## config.mk

```make
export PLATFORM = sky130hd
export DESIGN_NAME = change_dispenser
export DESIGN_NICKNAME = d
export VERILOG_FILES = /design/src/rtl/change_dispenser.sv
export SDC_FILE = /design/constraint.sdc
export NUM_CORES = 1
export LEC_CHECK = 0
export CAP_MARGIN = 20
export CORE_MARGIN = 5
export CORE_UTILIZATION = 25
export DETAILED_ROUTE_END_ITERATION = 10
export PLACE_DENSITY_LB_ADDON = 0.2
export SLEW_MARGIN = 20
export SYNTH_ARGS = -nofsm -noshare
export SYNTH_HDL_FRONTEND = slang
export SYNTH_SLANG_ARGS = --single-unit
export TNS_END_PERCENT = 100
```

## constraint.sdc

```tcl
create_clock -name clk -period 1.6 [get_ports clk]
set_input_delay 0.32 -clock clk [delete_from_list [all_inputs] [get_ports clk]]
set_output_delay 0.32 -clock clk [all_outputs]
set_load 0.1 [all_outputs]
```

## src/rtl/change_dispenser.sv

```systemverilog
`default_nettype none
// ============================================================================
//  Module      : change_dispenser
//  Description : Drives the coin/candy solenoids for the vending FSM, confirms
//                each drop through a synchronised drop sensor, returns a
//                one-cycle "coin paid out" pulse and flags jams by timeout.
//  Revision    : 1.0 - initial release
// ============================================================================
module change_dispenser #(
    parameter int PULSE_CYCLES   = 8,
    parameter int TIMEOUT_CYCLES = 64,
    parameter int CNT_W          = 8
) (
    input  logic clk,
    input  logic rst,
    input  logic give_rs_05,
    input  logic give_rs_02,
    input  logic give_rs_01,
    input  logic give_candy,
    input  logic coin_sense,
    input  logic fault_clr,
    output logic coil_05,
    output logic coil_02,
    output logic coil_01,
    output logic coil_candy,
    output logic rs_05_out,
    output logic rs_02_out,
    output logic rs_01_out,
    output logic busy,
    output logic fault,
    output logic candy_overrun
);

    typedef enum logic [2:0] {
        ST_IDLE       = 3'd0,
        ST_DRIVE      = 3'd1,
        ST_WAIT_SENSE = 3'd2,
        ST_ACK        = 3'd3,
        ST_FAULT      = 3'd4
    } state_t;

    localparam logic [CNT_W-1:0] c_PULSE_LAST   = CNT_W'(PULSE_CYCLES - 1);
    localparam logic [CNT_W-1:0] c_TIMEOUT_LAST = CNT_W'(TIMEOUT_CYCLES - 1);

    // One-hot dispense selection, bit order {candy, rs_01, rs_02, rs_05}
    localparam logic [3:0] c_SEL_05    = 4'b0001;
    localparam logic [3:0] c_SEL_02    = 4'b0010;
    localparam logic [3:0] c_SEL_01    = 4'b0100;
    localparam logic [3:0] c_SEL_CANDY = 4'b1000;

    state_t           r_state;
    state_t           w_state_nxt;
    logic [CNT_W-1:0] r_cnt;
    logic [CNT_W-1:0] w_cnt_nxt;
    logic [3:0]       r_sel;
    logic [3:0]       w_sel_nxt;
    logic             r_seen;
    logic             w_seen_nxt;
    logic             w_candy_take;
    logic             r_candy_pending;
    logic             r_candy_overrun;
    logic             r_sync1;
    logic             r_sync2;
    logic             r_sync_d;
    logic             w_edge;
    logic [3:0]       r_coil;
    logic [2:0]       r_rs;
    logic             r_busy;
    logic             r_fault;

    // Rising edge of the synchronised sensor
    assign w_edge = r_sync2 & ~r_sync_d;

    // Two-flop synchroniser plus one delay stage for edge detection
    always_ff @(posedge clk or posedge rst) begin
        if (rst) begin
            r_sync1  <= 1'b0;
            r_sync2  <= 1'b0;
            r_sync_d <= 1'b0;
        end else begin
            r_sync1  <= coin_sense;
            r_sync2  <= r_sync1;
            r_sync_d <= r_sync2;
        end
    end

    // Next-state logic; the counter measures cycles since DRIVE entry
    always_comb begin
        w_state_nxt  = r_state;
        w_cnt_nxt    = r_cnt;
        w_sel_nxt    = r_sel;
        w_seen_nxt   = r_seen;
        w_candy_take = 1'b0;
        case (r_state)
            ST_IDLE: begin
                if (give_rs_05) begin
                    w_sel_nxt = c_SEL_05;
                end else if (give_rs_02) begin
                    w_sel_nxt = c_SEL_02;
                end else if (give_rs_01) begin
                    w_sel_nxt = c_SEL_01;
                end else if (r_candy_pending) begin
                    w_sel_nxt    = c_SEL_CANDY;
                    w_candy_take = 1'b1;
                end
                if (give_rs_05 | give_rs_02 | give_rs_01 | r_candy_pending) begin
                    w_state_nxt = ST_DRIVE;
                    w_cnt_nxt   = '0;
                    w_seen_nxt  = 1'b0;
                end
            end
            ST_DRIVE: begin
                // An edge during the pulse is remembered and honoured at its end
                w_seen_nxt = r_seen | w_edge;
                w_cnt_nxt  = r_cnt + 1'b1;
                if (r_cnt == c_PULSE_LAST) begin
                    w_state_nxt = (r_seen | w_edge) ? ST_ACK : ST_WAIT_SENSE;
                end
            end
            ST_WAIT_SENSE: begin
                w_cnt_nxt = r_cnt + 1'b1;
                // Sensor takes precedence over a coincident timeout
                if (w_edge) begin
                    w_state_nxt = ST_ACK;
                end else if (r_cnt == c_TIMEOUT_LAST) begin
                    w_state_nxt = ST_FAULT;
                end
            end
            ST_ACK: begin
                w_state_nxt = ST_IDLE;
            end
            ST_FAULT: begin
                if (fault_clr) begin
                    w_state_nxt = ST_IDLE;
                end
            end
            default: begin
                w_state_nxt = ST_IDLE;
            end
        endcase
    end

    // State register
    always_ff @(posedge clk or posedge rst) begin
        if (rst) begin
            r_state <= ST_IDLE;
        end else begin
            r_state <= w_state_nxt;
        end
    end

    // Datapath and registered outputs, derived from the upcoming state so
    // each output lines up exactly with the state it belongs to
    always_ff @(posedge clk or posedge rst) begin
        if (rst) begin
            r_cnt           <= '0;
            r_sel           <= '0;
            r_seen          <= 1'b0;
            r_candy_pending <= 1'b0;
            r_candy_overrun <= 1'b0;
            r_coil          <= '0;
            r_rs            <= '0;
            r_busy          <= 1'b0;
            r_fault         <= 1'b0;
        end else begin
            r_cnt           <= w_cnt_nxt;
            r_sel           <= w_sel_nxt;
            r_seen          <= w_seen_nxt;
            r_candy_pending <= give_candy | (r_candy_pending & ~w_candy_take);
            r_candy_overrun <= r_candy_overrun | (give_candy & r_candy_pending);
            r_coil          <= (w_state_nxt == ST_DRIVE) ? w_sel_nxt : 4'b0000;
            r_rs            <= (w_state_nxt == ST_ACK) ? w_sel_nxt[2:0] : 3'b000;
            r_busy          <= (w_state_nxt != ST_IDLE);
            r_fault         <= (w_state_nxt == ST_FAULT);
        end
    end

    assign coil_05       = r_coil[0];
    assign coil_02       = r_coil[1];
    assign coil_01       = r_coil[2];
    assign coil_candy    = r_coil[3];
    assign rs_05_out     = r_rs[0];
    assign rs_02_out     = r_rs[1];
    assign rs_01_out     = r_rs[2];
    assign busy          = r_busy;
    assign fault         = r_fault;
    assign candy_overrun = r_candy_overrun;

endmodule
`default_nettype wire

```

==> impl_metrics.csv <==
group,metric,value,unit
run_status,status,"complete, but fails checks",
run_status,failed_checks,"setup timing",
drt,postRouteAntennaNets,0,
floorplan,start_util,26.0,%
drt,drt-pass1-iter-count,4,
floorplan,die_height,83.3,um
logic_synthesis,synthesis.nets,130,
floorplan,ios,18,
setup_path,max_stage_delay,0.48,ns
logic_synthesis,yosysSeqAreaShare,55.9,%
min_path,hold_end,"r_sync2",
floorplan,core-area,5170,um2
placed_design,io_buffers,17,
cells_and_area,drive_gt1_share,36.1,%
cts,clkTransAtPathRegs,0.07,ns
placed_design,dp_hpwl,2.08,mm
floorplan,die_w,83.3,um
power,vdd_drop_max,659,uV
grt,grt_pass1_wl,5.05,mm
setup_path,critPathBufInv,0,
setup_path,crit_chain,"ha_4 > nand4bb_4 > or4_4 > a21oi_4 > nand4b_1",
setup_path,required,1.76,ns
setup_path,slowest_stage,"or4_4",
timing,hold-worst-slack,0.363,ns
setup_path,reg2reg_to,"busy",
drt,post_drt_wl_per_cell,12.6,um
floorplan,die_area,6940,um2
setup_path,reg2reg_depth,5,
placed_design,placed_cell_area,1810,um2
timing,finalSetupViolCount,1,
grt,grt_overflow,0,
timing,period_minus_slack,1.61,ns
grt,grt_pass1_vias,1060,
run,drv_cap,0,
cells_and_area,nFillCells,505,
cts,cts_root_buffer,"clkbuf_8",
cells_and_area,design_area,2030,um2
setup_path,critPathLaunchType,"flip-flop",
power,p_per_area,1550,nW/um2
cts,insertion_delay,0.28,ns
grt,grt_start_max_net_pins,31,
drt,routed_via_density,4.50,
setup_path,endpoint_kind,"flip-flop",
setup_path,crit_type,"reg2reg",
timing,tightest_slew,0.416,ns
timing,hold_viol,0,
logic_synthesis,ys_ff_latch,30,
timing,slew_viol_final,0,
drt,drc,0,
logic_synthesis,ys_types,39,
cts,numCtsBuffers,5,
logic_synthesis,ys_warn_count,0,
setup_path,path_delay_family,"simple AND/OR/NAND/NOR gates",
drt,totalWireLength,2.97,mm
setup_path,crit_fanout,5,
logic_synthesis,synth_area,1340,um2
drt,drt_iter0_markers,42,
logic_synthesis,syn_inst,121,
grt,antenna_found_initial,0,
grt,grt_usage,9.32,%
cells_and_area,fin_util,39.2,%
min_path,worst_hold_path.num_cells,0,
cts,cts_sinks,30,
timing,worst_slack,-0.0122,ns
cts,htree_levels,2,
logic_synthesis,avgSynthCellArea,11.1,um2
cells_and_area,area_growth,50.7,%
min_path,hold_start,"r_sync1",
cells_and_area,layout_common_cells,"dfrtp_1 (29), buf_4 (25), nor2_1 (14)",
cts,ctsHoldBuffers,0,
cells_and_area,antenna_cells,0,
timing,skew,0.00697,ns
drt,vias,1063,
setup_path,worst-endpoint-arrival,1.77,ns
floorplan,num_rows,26,
cts,cts_tree,"done",
timing,rsz0062_at_grt,"yes",
timing,max_freq,0.620,GHz
cts,clk_path_buf_depth,2,
timing,period_share,101,%
setup_path,regToRegSetupSlack,-0.01,ns
timing,slew_headroom,72.1,%
min_path,hold_path.class,"reg2reg",
cells_and_area,nets,174,
cells_and_area,layout_commonest_cell,"dfrtp_1",
placed_design,gp_congestion,0.803,
setup_path,r2r_start,"r_cnt[0]",
power,power_leakage,0.849,nW
-- repair_timing --
| action | 4_1_cts | 5_1_grt |
|---|---|---|
| gates cloned | 1 | 0 |
| setup endpoints to repair | 9 | 17 |
| gates resized for setup | 3 | 6 |
| pin swaps | 1 | 3 |
| setup buffers | 3 | 4 |
| hold endpoints to repair | 0 | 0 |
-- registers in the layout, indices dropped and copies added (netlist names) --
signal           cells
busy                 1
r_cnt                8
r_seen               1
r_rs                 3
r_sel                4
r_candy_pending      1
candy_overrun        1
r_coil               4
r_state              3
r_sync2              1
r_sync1              1
r_sync_d             1
fault                1
-- cell type report --
class,count,area [um2],area share (%)
clock buffers,6,82.6,4.08
clock inverters,2,12.5,0.618
inverters,7,26.3,1.30
multi-input cells,79,607,30.0
flip-flops and latches,30,752,37.1
well taps,70,87.6,4.32
repair buffers,42,458,22.6
-- logic make-up after synthesis --
group | Yosys count | synth area share, %
buffers and inverters | 13 | 4.19
adders and majority gates | 1 | 0.931
DFF | 30 | 55.9
xor gates and xnor gates | 7 | 4.56
AOI/OAI and AO/OA | 24 | 14.2
and+or+nand+nor | 46 | 20.2
-- routing by layer --
layer  part of all wire (%)  track usage, %  routed length [um]
met1                     45            11.5                1330
met2                     46            13.1                1380
met3                    6.1            5.05                 182
met4                    2.7            4.46                  80
met5                      0               0                   0
-- synth_stat cells --
library cell | number | share of area (%)
nand4_1 | 2 | 0.93
o31ai_1 | 1 | 0.56
clkbuf_2 | 2 | 0.74
o311a_2 | 1 | 0.84
a21oi_2 | 1 | 0.65
a21oi_4 | 1 | 1.2
a22oi_1 | 2 | 1.1
a211oi_1 | 3 | 1.7
clkbuf_1 | 2 | 0.56
nand4b_1 | 1 | 0.65
nor4b_1 | 2 | 1.3
buf_2 | 1 | 0.37
nor3_1 | 3 | 1.1
o41ai_1 | 1 | 0.65
or4_4 | 2 | 1.7
o32a_1 | 1 | 0.74
ha_1 | 1 | 0.93
nand3_1 | 4 | 1.5
nand4bb_2 | 1 | 1.2
a2bb2oi_1 | 2 | 1.3
nor2b_1 | 3 | 1.4
inv_1 | 7 | 2.0
o21ai_0 | 3 | 1.1
nand2b_1 | 1 | 0.47
o41a_2 | 1 | 0.93
nor2_1 | 14 | 3.9
or2_2 | 1 | 0.47
or3_1 | 1 | 0.47
dfrtp_1 | 30 | 56
a21o_1 | 3 | 1.7
nor3b_1 | 1 | 0.56
a21oi_1 | 3 | 1.1
xnor2_1 | 7 | 4.6
a22o_1 | 1 | 0.65
nand3b_1 | 1 | 0.56
buf_4 | 1 | 0.56
nand2_1 | 5 | 1.4
nor4_1 | 3 | 1.4
nor3_4 | 1 | 1.2
-- metrics by stage --
stage,setup TNS (ns),total power (W),std cells,worst slack [ns]
floorplan,0,0.00189,121,0.00880
detailed placement,-2.04,0.00238,220,-0.187
finish,-0.0122,0.00314,236,-0.0122
CTS,-0.0819,0.00314,232,-0.0314
global placement,-1.63,0.00235,220,-0.161
global route,-0.717,0.00334,236,-0.0903
-- how the worst max path moves through the flow --
stage,from,endpoint,slack [ns],cells past startpoint
after global routing,r_cnt[0],busy,-0.09,5
final,r_cnt[0],busy,-0.01,5
after detailed placement,give_rs_02,busy,-0.19,4
after CTS,r_cnt[0],busy,-0.03,5
after global placement,give_rs_02,busy,-0.16,4
after floorplan,r_cnt[0],busy,0.009,5
-- report_power, final --
part / total (W) / internal [W] / switching [W]
Clock: 0.000631 / 0.000345 / 0.000286
Sequential: 0.00114 / 0.000956 / 0.000179
Combinational: 0.00138 / 0.000632 / 0.000744
Power figures use the tool's default switching activity.
